[src/rtl/pong_pkg.sv]
// Shared definitions for the pong design: state encoding, default geometry
// and small arithmetic helpers used by the controller and the renderer.
package pong_pkg;

   typedef enum logic [2:0] {
      StIdle  = 3'd0,
      StServe = 3'd1,
      StPlay  = 3'd2,
      StPoint = 3'd3,
      StOver  = 3'd4
   } state_e;

   localparam int unsigned DEF_XRES         = 640;
   localparam int unsigned DEF_YRES         = 480;
   localparam int unsigned DEF_YMAX         = 524;
   localparam int unsigned DEF_BALL_SIZE    = 8;
   localparam int unsigned DEF_BALL_SPD     = 2;
   localparam int unsigned DEF_PAD_H        = 48;
   localparam int unsigned DEF_PAD_W        = 8;
   localparam int unsigned DEF_PAD_X_L      = 16;
   localparam int unsigned DEF_PAD_X_R      = 616;
   localparam int unsigned DEF_PAD_SPD      = 4;
   localparam int unsigned DEF_SERVE_FRAMES = 60;
   localparam int unsigned DEF_POINT_FRAMES = 30;
   localparam int unsigned DEF_WIN_SCORE    = 9;

   // Score increment that sticks at the 4-bit ceiling.
   function automatic logic [3:0] sat_inc(input logic [3:0] v);
      return (v == 4'hf) ? v : v + 4'd1;
   endfunction

endpackage

[src/rtl/pong_paddle.sv]
// One paddle: steps up or down once per enabled frame and stays inside the
// playfield. Both or neither button held leaves the paddle where it is.
module pong_paddle
   import pong_pkg::*;
#(
   parameter int unsigned YRES    = DEF_YRES,
   parameter int unsigned PAD_H   = DEF_PAD_H,
   parameter int unsigned PAD_SPD = DEF_PAD_SPD
) (
   input  logic       clk_25,
   input  logic       rst_n,
   input  logic       en,
   input  logic       up,
   input  logic       dn,
   output logic [9:0] y
);

   localparam logic [10:0] YLIM = 11'(YRES - PAD_H);
   localparam logic [10:0] STEP = 11'(PAD_SPD);
   localparam logic [9:0]  YRST = 10'((YRES - PAD_H) / 2);

   logic [10:0] y_wide;
   logic [9:0]  y_up;
   logic [9:0]  y_dn;

   // Candidate positions, computed in 11 bits so neither direction can wrap.
   always_comb begin
      y_wide = {1'b0, y};
      y_up   = (y_wide < STEP) ? 10'd0 : 10'(y_wide - STEP);
      y_dn   = (y_wide + STEP > YLIM) ? 10'(YLIM) : 10'(y_wide + STEP);
   end

   // Position register, updated only on enabled frame ticks.
   always_ff @(posedge clk_25 or negedge rst_n) begin
      if (!rst_n) begin
         y <= YRST;
      end else if (en) begin
         if (up && !dn) begin
            y <= y_up;
         end else if (dn && !up) begin
            y <= y_dn;
         end
      end
   end

endmodule

[src/rtl/pong_game_ctrl.sv]
// Match sequencer for pong: owns the ball, the scores and the two paddles and
// steps them once per frame at the start of the last blanking line.
module pong_game_ctrl
   import pong_pkg::*;
#(
   parameter int unsigned XRES         = DEF_XRES,
   parameter int unsigned YRES         = DEF_YRES,
   parameter int unsigned YMAX         = DEF_YMAX,
   parameter int unsigned BALL_SIZE    = DEF_BALL_SIZE,
   parameter int unsigned BALL_SPD     = DEF_BALL_SPD,
   parameter int unsigned PAD_H        = DEF_PAD_H,
   parameter int unsigned PAD_W        = DEF_PAD_W,
   parameter int unsigned PAD_X_L      = DEF_PAD_X_L,
   parameter int unsigned PAD_X_R      = DEF_PAD_X_R,
   parameter int unsigned PAD_SPD      = DEF_PAD_SPD,
   parameter int unsigned SERVE_FRAMES = DEF_SERVE_FRAMES,
   parameter int unsigned POINT_FRAMES = DEF_POINT_FRAMES,
   parameter int unsigned WIN_SCORE    = DEF_WIN_SCORE
) (
   input  logic       clk_25,
   input  logic       rst_n,
   input  logic [9:0] sx,
   input  logic [9:0] sy,
   input  logic       btn_l_up,
   input  logic       btn_l_dn,
   input  logic       btn_r_up,
   input  logic       btn_r_dn,
   input  logic       btn_start,
   output logic [9:0] bx,
   output logic [9:0] by,
   output logic [9:0] pad_l_y,
   output logic [9:0] pad_r_y,
   output logic [3:0] score_l,
   output logic [3:0] score_r,
   output logic [2:0] state,
   output logic       frame_tick
);

   localparam int unsigned MAX_FRAMES = (SERVE_FRAMES > POINT_FRAMES) ? SERVE_FRAMES
                                                                      : POINT_FRAMES;
   localparam int unsigned CW = $clog2(MAX_FRAMES + 1);

   localparam logic [9:0]  BX_C  = 10'((XRES - BALL_SIZE) / 2);
   localparam logic [9:0]  BY_C  = 10'((YRES - BALL_SIZE) / 2);
   localparam logic [9:0]  STEP  = 10'(BALL_SPD);
   localparam logic [10:0] SPD_W = 11'(BALL_SPD);
   localparam logic [10:0] BS_W  = 11'(BALL_SIZE);
   localparam logic [10:0] PH_W  = 11'(PAD_H);
   localparam logic [10:0] Y_BOT = 11'(YRES - BALL_SIZE - BALL_SPD);
   localparam logic [10:0] X_RGT = 11'(XRES - BALL_SIZE - BALL_SPD);
   localparam logic [10:0] HIT_L = 11'(PAD_X_L + PAD_W);
   localparam logic [10:0] HIT_R = 11'(PAD_X_R);
   localparam logic [3:0]  WIN   = 4'(WIN_SCORE);

   state_e          st_q;
   logic [CW-1:0]   cnt_q;
   logic            dx_q;       // 1 = moving left
   logic            dy_q;       // 1 = moving up
   logic            serve_dir_q;
   logic            start_q;

   logic            tick;
   logic            start_rise;
   logic            pad_en;
   logic [10:0]     bx_w, by_w, pl_w, pr_w;
   logic            ovl, ovr, hit_l, hit_r, miss_l, miss_r;
   logic            dx_nx, dy_nx;
   logic [9:0]      bx_nx, by_nx;

   assign tick       = (sy == 10'(YMAX)) && (sx == 10'd0);
   assign start_rise = btn_start && !start_q;
   assign pad_en     = tick && (st_q inside {StServe, StPlay, StPoint});
   assign state      = st_q;

   pong_paddle #(
      .YRES    (YRES),
      .PAD_H   (PAD_H),
      .PAD_SPD (PAD_SPD)
   ) u_pad_l (
      .clk_25 (clk_25),
      .rst_n  (rst_n),
      .en     (pad_en),
      .up     (btn_l_up),
      .dn     (btn_l_dn),
      .y      (pad_l_y)
   );

   pong_paddle #(
      .YRES    (YRES),
      .PAD_H   (PAD_H),
      .PAD_SPD (PAD_SPD)
   ) u_pad_r (
      .clk_25 (clk_25),
      .rst_n  (rst_n),
      .en     (pad_en),
      .up     (btn_r_up),
      .dn     (btn_r_dn),
      .y      (pad_r_y)
   );

   // Ball next-frame step from the current positions; paddles are pre-update.
   always_comb begin
      bx_w   = {1'b0, bx};
      by_w   = {1'b0, by};
      pl_w   = {1'b0, pad_l_y};
      pr_w   = {1'b0, pad_r_y};
      ovl    = (by_w + BS_W >= pl_w) && (by_w <= pl_w + PH_W);
      ovr    = (by_w + BS_W >= pr_w) && (by_w <= pr_w + PH_W);
      hit_l  = dx_q && (bx_w <= HIT_L) && ovl;
      hit_r  = !dx_q && (bx_w + BS_W >= HIT_R) && ovr;
      miss_l = dx_q && !hit_l && (bx_w < SPD_W);
      miss_r = !dx_q && !hit_r && (bx_w >= X_RGT);
      dx_nx  = hit_l ? 1'b0 : (hit_r ? 1'b1 : dx_q);
      if (by_w < SPD_W) begin
         dy_nx = 1'b0;
      end else if (by_w >= Y_BOT) begin
         dy_nx = 1'b1;
      end else begin
         dy_nx = dy_q;
      end
      bx_nx = dx_nx ? bx - STEP : bx + STEP;
      by_nx = dy_nx ? by - STEP : by + STEP;
   end

   // Match FSM with ball, scores, frame counter and registered tick strobe.
   always_ff @(posedge clk_25 or negedge rst_n) begin
      if (!rst_n) begin
         st_q        <= StIdle;
         cnt_q       <= '0;
         bx          <= BX_C;
         by          <= BY_C;
         dx_q        <= 1'b0;
         dy_q        <= 1'b0;
         serve_dir_q <= 1'b0;
         score_l     <= 4'd0;
         score_r     <= 4'd0;
         start_q     <= 1'b0;
         frame_tick  <= 1'b0;
      end else begin
         start_q    <= btn_start;
         frame_tick <= tick;
         unique case (st_q)
            StIdle: begin
               if (start_rise) begin
                  st_q  <= StServe;
                  cnt_q <= '0;
                  bx    <= BX_C;
                  by    <= BY_C;
                  dx_q  <= serve_dir_q;
                  dy_q  <= 1'b0;
               end
            end
            StServe: begin
               if (tick) begin
                  if (cnt_q == CW'(SERVE_FRAMES - 1)) begin
                     st_q  <= StPlay;
                     cnt_q <= '0;
                  end else begin
                     cnt_q <= cnt_q + CW'(1);
                  end
               end
            end
            StPlay: begin
               if (tick) begin
                  if (miss_l) begin
                     score_r     <= sat_inc(score_r);
                     serve_dir_q <= 1'b1;
                     st_q        <= StPoint;
                     cnt_q       <= '0;
                  end else if (miss_r) begin
                     score_l     <= sat_inc(score_l);
                     serve_dir_q <= 1'b0;
                     st_q        <= StPoint;
                     cnt_q       <= '0;
                  end else begin
                     bx   <= bx_nx;
                     by   <= by_nx;
                     dx_q <= dx_nx;
                     dy_q <= dy_nx;
                  end
               end
            end
            StPoint: begin
               if (tick) begin
                  if (cnt_q == CW'(POINT_FRAMES - 1)) begin
                     cnt_q <= '0;
                     if ((score_l == WIN) || (score_r == WIN)) begin
                        st_q <= StOver;
                     end else begin
                        st_q <= StServe;
                        bx   <= BX_C;
                        by   <= BY_C;
                        dx_q <= serve_dir_q;
                        dy_q <= 1'b0;
                     end
                  end else begin
                     cnt_q <= cnt_q + CW'(1);
                  end
               end
            end
            StOver: begin
               if (start_rise) begin
                  score_l     <= 4'd0;
                  score_r     <= 4'd0;
                  serve_dir_q <= 1'b0;
                  st_q        <= StServe;
                  cnt_q       <= '0;
                  bx          <= BX_C;
                  by          <= BY_C;
                  dx_q        <= 1'b0;
                  dy_q        <= 1'b0;
               end
            end
            default: begin
               st_q <= StIdle;
            end
         endcase
      end
   end

endmodule
[config.mk]
export PLATFORM = sky130hd
export DESIGN_NAME = pong_game_ctrl
export DESIGN_NICKNAME = d
export VERILOG_FILES = /design/src/rtl/pong_pkg.sv /design/src/rtl/pong_paddle.sv /design/src/rtl/pong_game_ctrl.sv
export SDC_FILE = /design/constraint.sdc
export NUM_CORES = 1
export LEC_CHECK = 0
export BUFFER_PORTS_ARGS = -buffer_cell sky130_fd_sc_hd__clkbuf_2
export CORE_MARGIN = 5
export CORE_UTILIZATION = 30
export DETAILED_ROUTE_END_ITERATION = 16
export PLACE_DENSITY_LB_ADDON = 0.12
export SLEW_MARGIN = 25
export SYNTH_ARGS = -nofsm -noshare
export SYNTH_HDL_FRONTEND = slang
export SYNTH_HIERARCHICAL = 1
export SYNTH_SLANG_ARGS = --single-unit
export TNS_END_PERCENT = 20
[constraint.sdc]
create_clock -name clk_25 -period 5.1 [get_ports clk_25]
set_input_delay 1.02 -clock clk_25 [delete_from_list [all_inputs] [get_ports clk_25]]
set_output_delay 1.02 -clock clk_25 [all_outputs]
set_load 0.02 [all_outputs]
* After elaboration in Yosys (flattened, before gate mapping)
Cells that the tools add are included.
Word-level totals: word-level logic and storage cells 193, bits in registers 62
Cells by class: reductions and logical operators 45, magnitude comparators 14, add/sub/neg operators 15, muxes and demuxes 79, eq/ne operators 27
Operators by type and width (number):
- $mux W10 | 24
- $pmux W10 S3 | 2
- $mux W6 | 8
- $mux W4 | 8
- $mux W3 | 9
- $ne A2 B2 Y1 const B | 12
- $pmux W6 S4 | 1
- $add A10 B3 Y11 const B | 2
- $add A10 B4 Y11 const B | 2
- $add A10 B6 Y11 const B | 2
- $ge A11 B10 Y1 | 2
- $gt A11 B9 Y1 const B | 2
- $le A10 B11 Y1 | 2
- $mux W1 | 21
- $add A10 B2 Y10 const B | 2
- $lt A10 B2 Y1 const B | 2
- $lt A10 B3 Y1 const B | 2
- $sub A10 B2 Y10 const B | 2
- $sub A10 B3 Y10 const B | 2
- $logic_and A1 B1 Y1 | 17
- $eq A4 B4 Y1 const B | 4
- $pmux W4 S2 | 2
- $pmux W3 S4 | 1
- $reduce_and A6 Y1 | 2
- 31 further kinds | 47

* Longest topological paths before layout
Gate-level depths: netlist of run 1.
word-level depth 11, mapped depth 14

* Cells and area by module
Netlist of run 1, hierarchy kept.
By module, submodules not included:
- pong_game_ctrl | area each 3851.2 sq um, times used 1, cells an instance 463
- pong_paddle | area each 844.6 sq um, times used 2, cells an instance 111

* Worst setup path before layout of run 1
Ideal clock, no wire load.
kind register to register, start reg u_pad_l.y[4], end reg by[6], path buffers 1, setup slack 1.710 ns, clock period less this slack 3.390 ns, data arrival time 3.301 ns, required time 5.011 ns, setup time 0.089 ns, stages on the path, launching flop included 15, cells stage by stage dfstp_2 inv_1 ha_1 nor3_1 xnor2_1 ha_1 a21o_1 a21o_1 a41o_1 a22oi_1 nor2_1 or3_1 clkbuf_1 o21ai_0 o31ai_1
Between the ends: word-level cells in the longest chain between the ends 9
RTL lines:
- start: declaration | RTL line pong_paddle.sv:15 | output logic [9:0] y
- start signal: assignment | RTL line pong_paddle.sv:39 | y <= y_up;
- start signal: assignment | RTL line pong_paddle.sv:41 | y <= y_dn;
- $add A10 B6 Y11 | RTL line pong_game_ctrl.sv:107 | ovl = (by_w + BS_W >= pl_w) && (by_w <= pl_w + PH_W);
- $le A10 B11 Y1 | RTL line pong_game_ctrl.sv:107
- $logic_and A1 B1 Y1 * | RTL line pong_game_ctrl.sv:107
- $logic_and A1 B1 Y1 * | RTL line pong_game_ctrl.sv:109 | hit_l = dx_q && (bx_w <= HIT_L) && ovl;
- $logic_not A1 Y1 * | RTL line pong_game_ctrl.sv:111 | miss_l = dx_q && !hit_l && (bx_w < SPD_W);
- $logic_and A1 B1 Y1 * (2 in a row) | RTL line pong_game_ctrl.sv:111
- $ne A2 B2 Y1 (no line) *
- $reduce_and A8 Y1 (no line) *
- end signal: assignment | RTL line pong_game_ctrl.sv:177 | by <= by_nx;
- end: declaration | RTL line pong_game_ctrl.sv:30 | output logic [9:0] by,
Every way passes the cells marked *; elsewhere a longest branch is shown, timed or not. A chain may end at the register's enable or synchronous reset.

* Worst setup path after layout of run 1
start reg u_pad_l.y[4], end reg bx[9]
Between the ends: word-level cells in the longest chain between the ends 10
RTL lines:
- $add A10 B6 Y11 | RTL line pong_game_ctrl.sv:107
- $le A10 B11 Y1 | RTL line pong_game_ctrl.sv:107
- $logic_and A1 B1 Y1 * | RTL line pong_game_ctrl.sv:107
- $logic_and A1 B1 Y1 * | RTL line pong_game_ctrl.sv:109
- $mux W1 | RTL line pong_game_ctrl.sv:113 | dx_nx = hit_l ? 1'b0 : (hit_r ? 1'b1 : dx_q);
- $mux W10 | RTL line pong_game_ctrl.sv:121 | bx_nx = dx_nx ? bx - STEP : bx + STEP;
- $mux W10 | RTL line pong_game_ctrl.sv:170 | end else if (miss_r) begin
- $mux W10 | RTL line pong_game_ctrl.sv:165 | if (miss_l) begin
- $mux W10 | RTL line pong_game_ctrl.sv:164 | if (tick) begin
- $pmux W10 S3 | RTL line pong_game_ctrl.sv:142 | unique case (st_q)
- end signal: assignment | RTL line pong_game_ctrl.sv:176 | bx <= bx_nx;
- end: declaration | RTL line pong_game_ctrl.sv:29 | output logic [9:0] bx,
Every way passes the cells marked *; elsewhere a longest branch is shown, timed or not. The select of a mux whose other input is x is not followed.

==> results of run 1 <==
[state kept, by name, indices dropped and copies added, names as in the netlist]
signal / count
cnt_q: 6
by: 9
frame_tick: 1
score_r: 4
start_q: 1
bx: 9
score_l: 4
dy_q: 1
dx_q: 1
u_pad_l/y: 8
serve_dir_q: 1
u_pad_r/y: 8
state: 3
[layout make-up]
type                            instances  area (um^2)
Clock buffer                            6          139
Clock inverter                          2         38.8
Fill cell                            1877        11900
Inverter                               47          176
Multi-Input combinational cell        545         3730
Sequential cell                        56         1420
Tap cell                              229          287
Timing Repair Buffer                   76          390
[layout by cell type (no fill, tap or decap), types with 5 or more instances in the layout]
cell type / synthesis / final
nor4_1: 13 / 13
or4_4: 5 / 5
a211oi_1: 7 / 7
conb_1: 3 / 6
and3_1: 7 / 7
a211o_1: 6 / 6
dfstp_2: 18 / 18
clkbuf_16: 0 / 5
or4_1: 5 / 5
dfrtp_1: 38 / 38
nor3_1: 19 / 19
a31oi_1: 17 / 17
inv_2: 5 / 5
nand3_1: 28 / 28
and2_1: 5 / 5
o31ai_1: 16 / 16
clkbuf_2: 1 / 72
a21oi_1: 33 / 33
o21ai_1: 17 / 17
a21o_1: 8 / 8
nand2_1: 69 / 69
o21ai_0: 28 / 28
or3_1: 8 / 8
nand4_1: 5 / 5
xor2_1: 8 / 8
xnor2_1: 12 / 12
nor2b_1: 6 / 6
nor2_1: 51 / 51
mux2i_1: 7 / 7
inv_1: 42 / 42
o211ai_1: 8 / 8
o41ai_1: 5 / 5
nor3b_1: 6 / 6
nand2b_1: 12 / 12
ha_1: 53 / 53
[path summary, 6_finish.rpt]
check / start / endpoint / cells after the start
setup / recovery: u_pad_l/y[4] / bx[9] / 13
hold / removal: cnt_q[4] / cnt_q[4] / 1
setup reg to reg: u_pad_l/y[4] / bx[9] / 13
hold reg to reg: cnt_q[4] / cnt_q[4] / 1
max in group asynchronous: rst_n / u_pad_l/y[4] / 2
min in group asynchronous: rst_n / score_l[1] / 1
[critical path: stages, from the launching register on]
cell,delay (ns)
dfstp_2,0.73
inv_1,0.11
ha_1,0.24
nor3_1,0.27
xnor2_1,0.17
ha_1,0.28
a21o_1,0.18
a21o_1,0.17
a41o_1,0.23
a22oi_1,0.32
nor2_1,0.18
or3_1,0.60
or3_1,0.42
o21ai_0,0.08
[per-layer routing]
layer	share of wire [%]	global-route usage (%)	vias up
met5	0	0	-
met4	1.2	4.13	0
met3	4.9	2.77	12
met2	46	23.8	149
met1	48	21.4	2507
li1	-	-	2615
[cells by family (layout without fill, tap and decap cells)]
logic type / count (synthesis) / after routing / share of synthesized area (%)
DFF: 56 / 56 / 25.7
xor gates and xnor gates: 20 / 20 / 3.16
buffers and inverters: 87 / 131 / 7.09
and+or+nand+nor: 257 / 257 / 24.4
muxes: 10 / 10 / 1.87
AOI/OAI and AO/OA: 199 / 199 / 25.6
adders and majority gates: 53 / 53 / 12.0
other: 3 / 6 / 0.203
[where the power goes]
part	leakage, nW	internal (mW)	switching (mW)	total [mW]
clock	0.0871	0.247	0.175	0.422
sequential	0.681	0.523	0.146	0.670
combinational	1.74	0.286	0.455	0.741
==> flow_summary.yaml, run 1 <==
sta:
  setup_tns_ns: 0
  hold_viol: 0
  finalSetupViolCount: 0
  rsz0062_at_grt: "false"
  period_share_pct: 79.5
  hold_ws_ns: 0.500
  max_freq_mhz: 247
  worst_slew_pin_slew_ns: 0.951
  maxSlewHeadroom_pct: 35.9
  fin_crit_ns: 4.06
  final-max-slew-violation-count: 0
  fin_ws_ns: 1.04
  fin_skew_ns: 0.0115
logic_synthesis:
  synth_top_area_share_pct: 17.2
  yosys-top-cells-count: "69 x nand2_1, 53 x ha_1, 51 x nor2_1"
  synth_cell_type_count: 82
  syn_inst: 685
  synth.cell_area_mm2: 0.00554
  synth.most_common_cell: "nand2_1"
  yosysSeqAreaShare_pct: 25.7
  syn_area_per_cell_um2: 8.09
  synth-async-reset-ratio_pct: 100
  ys_top_cells_by_area: "dfrtp_1 17%, ha_1 12%, dfstp_2 8.5%, nand2_1 4.7%, nor2_1 3.5%"
  yosys_warnings: 6
  synth-edff-count: 0
  synth_seq_cells: 56
  synth_ff_type: "dfrtp_1"
  yosysTopAreaCell: "dfrtp_1"
floorplan:
  rows: 49
  boundaryPins: 79
  core_area_mm2: 0.0181
  initial_utilization_pct: 30.6
  die_h_um: 146
  die_w_um: 146
  dieArea_mm2: 0.0213
clock_tree:
  hold_buffers: 0
  clockBufferDepth: 2
  cts_buffers: 5
  cts_tree: "built"
  clk_latency_ns: 0.31
  clock-sinks: 56
  clk_pin_slew_ns: 0.08
  cts-root-buf: "clkbuf_16"
  cts_resized: 0
  h-tree-depth: 2
  postCtsSetupBuffers: 0
global_routing:
  track_usage_pct: 15.2
  grt_pass1_vias: 5147
  grt_start_max_net_pins: 30
  grt_pass1_wl_um: 27100
  gr-total-overflow: 0
  antenna_found_initial: 0
power:
  ir_drop_v: 0.000147
  p_leak_nw: 2.51
  power.density_mw_per_mm2: 296
  power_mw: 1.83
placed_design:
  pre_cts_ws_ns: 1.08
  io_buffers: 72
  gp_congestion: 0.851
  dpl.cell_count: 953
  dpl_cell_area_mm2: 0.00601
  dpl.hpwl_um: 12300
status:
  status: "finished clean"
detailed_routing:
  drcViolationCount: 0
  wire_per_inst_um: 17.1
  via_per_inst: 5.50
  first_iter_violations: 335
  ant_nets: 0
  postRouteWirelength_um: 16500
  dr.pass1.iters: 5
  vias: 5283
critical_path:
  crit_type: "reg2reg"
  cp-start-kind: "register"
  worstPathMaxFanout: 19
  worst_setup_path_end_kind: "register"
  worstPathRequired_ns: 5.33
  crit_arrival_ns: 4.28
  r2r_setup_slack_ns: 1.04
min_path:
  hp-class: "reg2reg"
run:
  timing.max_cap.violations: 0
finish:
  final_net_count: 811
  layout-drive-gt1-share_pct: 18.7
  final_cells: 961
  fin_area_mm2: 0.00619
  finish.utilization_pct: 34.2
  diodes: 0
  area_growth_syn_to_layout_pct: 11.7
No activity file was read; power rests on OpenSTA's default activity.
==> run 2: changes to the inputs <==
--- a/config.mk
+++ b/config.mk
@@ -5,6 +5,7 @@
 export SDC_FILE = /design/constraint.sdc
 export NUM_CORES = 1
 export LEC_CHECK = 0
+export ABC_AREA = 1
 export BUFFER_PORTS_ARGS = -buffer_cell sky130_fd_sc_hd__clkbuf_2
 export CORE_MARGIN = 5
 export CORE_UTILIZATION = 30
==> constraint.sdc (replaced) <==
create_clock -name clk_25 -period 3.6 [get_ports clk_25]
set_input_delay 0.72 -clock clk_25 [delete_from_list [all_inputs] [get_ports clk_25]]
set_output_delay 0.72 -clock clk_25 [all_outputs]
set_load 0.02 [all_outputs]
==> run 2 against run 1 <==
  * Cell count increased by 30%
  * Hold slack lost 0.098 ns
  * Routed wire length increased by 3.0%
  * Global-route usage is 0.52 points lower
  * Clock power increased by 41%
  * Combinational power increased to 3.3 times the previous value
  * Largest power group unchanged
  * Total power grew 130%
  * First-iteration DRC count decreased by 5.7%
  * Sequential share of layout area down 2.4 points
  * Count of clock-buffer cells in the layout unchanged
  * Sequential power is 76% higher
==> flow_summary.yaml, run 2 <==
status:
  status: "finished clean"
logic_synthesis:
  yosysSeqAreaShare_pct: 23.2
  synth_top_family_by_area: "simple AND/OR/NAND/NOR gates"
  synthXorXnorAreaFrac_pct: 7.98
  synthSimpleGateAreaFrac_pct: 37.1
  yosysTopAreaCell: "dfrtp_1"
  synth_seq_cells: 56
  synth.mux.area_fraction_pct: 0
  synth_compound_area_share_pct: 8.85
  yosys_warnings: 6
  ys_top_cells_by_area: "dfrtp_1 15%, nand2_1 14%, ha_1 11%, dfstp_2 7.7%, inv_1 7.4%"
  synth_cell_type_count: 43
  syn_area_per_cell_um2: 6.70
  synth_top_area_share_pct: 15.5
  synth_ff_type: "dfrtp_1"
  synth-edff-count: 0
  synth_fa_ha_area_share_pct: 10.8
  synth.cell_area_mm2: 0.00615
  synth.most_common_cell: "nand2_1"
  yosys-top-cells-count: "234 x nand2_1, 121 x inv_1, 101 x nor2_1"
  synth-async-reset-ratio_pct: 100
  syn_inst: 918
power:
  seq_power_share_pct: 27.8
  p_sw_share_pct: 51.3
  p_clk_share_pct: 14.0
  switching_power_mw: 2.19
  p_comb_share_pct: 58.3
  power.density_mw_per_mm2: 617
  p_leak_nw: 3.50
  ir_drop_v: 0.000220
  p_int_mw: 2.07
finish:
  finish.utilization_pct: 34.1
  fillers: 2216
  final_net_count: 1061
  fin_area_mm2: 0.00690
  final_cell_mix: "234 x nand2_1, 121 x inv_1, 101 x nor2_1"
  layout-drive-gt1-share_pct: 19.5
  top_regs: "bx x9, by x9"
  final_common_cell: "nand2_1"
  diodes: 0
  area_growth_syn_to_layout_pct: 12.3
sta:
  finalSetupViolCount: 0
  worst_slew_pin_slew_ns: 0.608
  rsz0062_at_grt: "false"
  final-max-slew-violation-count: 0
  fin_crit_ns: 3.03
  fin_skew_ns: 0.0126
  max_freq_mhz: 331
  hold_viol: 0
  setup_tns_ns: 0
  maxSlewHeadroom_pct: 59.5
  period_share_pct: 84.0
critical_path:
  worstPathMaxFanout: 11
  cp-start-kind: "register"
  worstPathRequired_ns: 3.80
  crit_arrival_ns: 3.23
  crit_type: "reg2reg"
  slowest_stage: "dfstp_2"
  worst-path-buf-inv: 2
  cpMostUsedCell: "nand3_1"
  worst_setup_path_end_kind: "register"
  crit_path_max_incr_delay_ns: 0.69
  path_delay_family: "simple AND/OR/NAND/NOR gates"
  crit_chain: "ha_1 -> nand3_1 -> inv_1 -> nand3_1 -> xnor2_1 -> ha_1 -> a21oi_1 -> nand3_2 -> inv_2 -> a21oi_2 -> nand2_2 -> nand3_1 -> nand3_1 -> nand3_1 -> nand2_1 -> nand2_1"
clock_tree:
  h-tree-depth: 2
  cts_buffers: 5
  clockBufferDepth: 2
  clock-sinks: 56
  cts_tree: "built"
  cts_resized: 0
  cts-root-buf: "clkbuf_16"
  hold_buffers: 0
  clk_pin_slew_ns: 0.08
  clk_latency_ns: 0.31
  postCtsSetupBuffers: 0
detailed_routing:
  ant_nets: 0
  dr.pass1.iters: 4
  first_iter_violations: 316
  postRouteWirelength_um: 17000
  vias: 5671
  drcViolationCount: 0
  via_per_inst: 4.53
  wire_per_inst_um: 13.5
floorplan:
  initial_utilization_pct: 30.4
  die_w_um: 153
  rows: 52
  boundaryPins: 79
  dieArea_mm2: 0.0235
  core_area_mm2: 0.0202
  die_h_um: 153
global_routing:
  antenna_found_initial: 0
  grt_start_max_net_pins: 37
  track_usage_pct: 14.7
  grt_pass1_wl_um: 28900
  grt_pass1_vias: 5601
  gr-total-overflow: 0
placed_design:
  gp_congestion: 0.847
  io_buffers: 72
  dpl_cell_area_mm2: 0.00673
  dpl.hpwl_um: 13300
run:
  timing.max_cap.violations: 0
min_path:
  hp-class: "in2async"
run 2: cell types whose count changed after synthesis, moves of 12 or more:
| cell | delta |
|---|---|
| inv_1 | +79 |
| nand2_1 | +165 |
| o31ai_1 | -15 |
| nand2_2 | +12 |
| nand3_1 | +40 |
| nand4_1 | +17 |
| nand2b_1 | -12 |
| xor2_1 | +38 |
| a31oi_1 | -17 |
| clkbuf_1 | -14 |
| nor2_1 | +50 |
| o21ai_0 | -12 |
| o21ai_2 | +14 |
run 2: worst paths after layout:
| path | startpoint | endpoint | slack, ns | depth (start not counted) |
|---|---|---|---|---|
| worst min-delay path | rst_n | bx[7] | 0.40 | 1 |
| worst min register to register | dy_q | dy_q | 0.50 | 2 |
| min in group clk_25 | dy_q | dy_q | 0.50 | 2 |
| max in group asynchronous | rst_n | u_pad_l/y[3] | 2.23 | 2 |
| worst max-delay path | by[3] | cnt_q[4] | 0.57 | 16 |
| worst max register to register | by[3] | cnt_q[4] | 0.57 | 16 |
run 2: worst reg2reg max path, stage by stage, from the launching register on:
cell	delay, ns
dfstp_2	0.69
ha_1	0.25
nand3_1	0.12
inv_1	0.09
nand3_1	0.09
xnor2_1	0.22
ha_1	0.29
a21oi_1	0.19
nand3_2	0.09
inv_2	0.05
a21oi_2	0.05
nand2_2	0.11
nand3_1	0.12
nand3_1	0.15
nand3_1	0.22
nand2_1	0.13
nand2_1	0.05
run 2: cell type report:
type	instances	area (um^2)	share of cell area [%]
Clock buffer	6	129	1.87
Clock inverter	2	38.8	0.562
Inverter	132	495	7.18
Multi-Input combinational cell	700	4000	57.9
Sequential cell	56	1420	20.6
Tap cell	270	338	4.89
Timing Repair Buffer	86	478	6.93
run 2: stage by stage:
stage          power, mW  hold WS, ns  instances  setup slack [ns]
2_1_floorplan       3.05        0.424        921             0.940
3_3_place_gp        3.72        0.491       1244             0.510
3_5_place_dp        3.69        0.494       1244             0.529
4_1_cts             4.32        0.415       1252             0.525
5_1_grt             4.71        0.436       1252             0.189
6_report            4.26        0.402       1252             0.575
run 2: logic make-up (layout without fill, tap and decap cells):
logic type / count (synthesis) / count (layout)
other: 3 / 6
adders and majority gates: 53 / 53
DFF: 56 / 56
buffers and inverters: 165 / 226
and+or+nand+nor: 496 / 496
xor gates and xnor gates: 56 / 56
AOI/OAI and AO/OA: 89 / 89
run 2: power by group through the flow:
| stage | Sequential, mW | Combinational, mW | Clock [mW] |
|---|---|---|---|
| after global routing | 1.22 | 2.85 | 0.641 |
| after global placement | 1.21 | 2.51 | 0 |
| after floorplan | 1.19 | 1.86 | 0 |
| after detailed placement | 1.20 | 2.49 | 0 |
| after CTS | 1.19 | 2.51 | 0.621 |
| final | 1.18 | 2.48 | 0.595 |
run 2: metal layers:
metal / up-vias / GRT usage [%] / share of wire (%)
met1: 2551 / 21.3 / 52
met2: 86 / 23.5 / 44
li1: 3026 / - / -
met5: - / 0 / 0
met3: 8 / 2.09 / 3.1
met4: 0 / 2.50 / 0.72
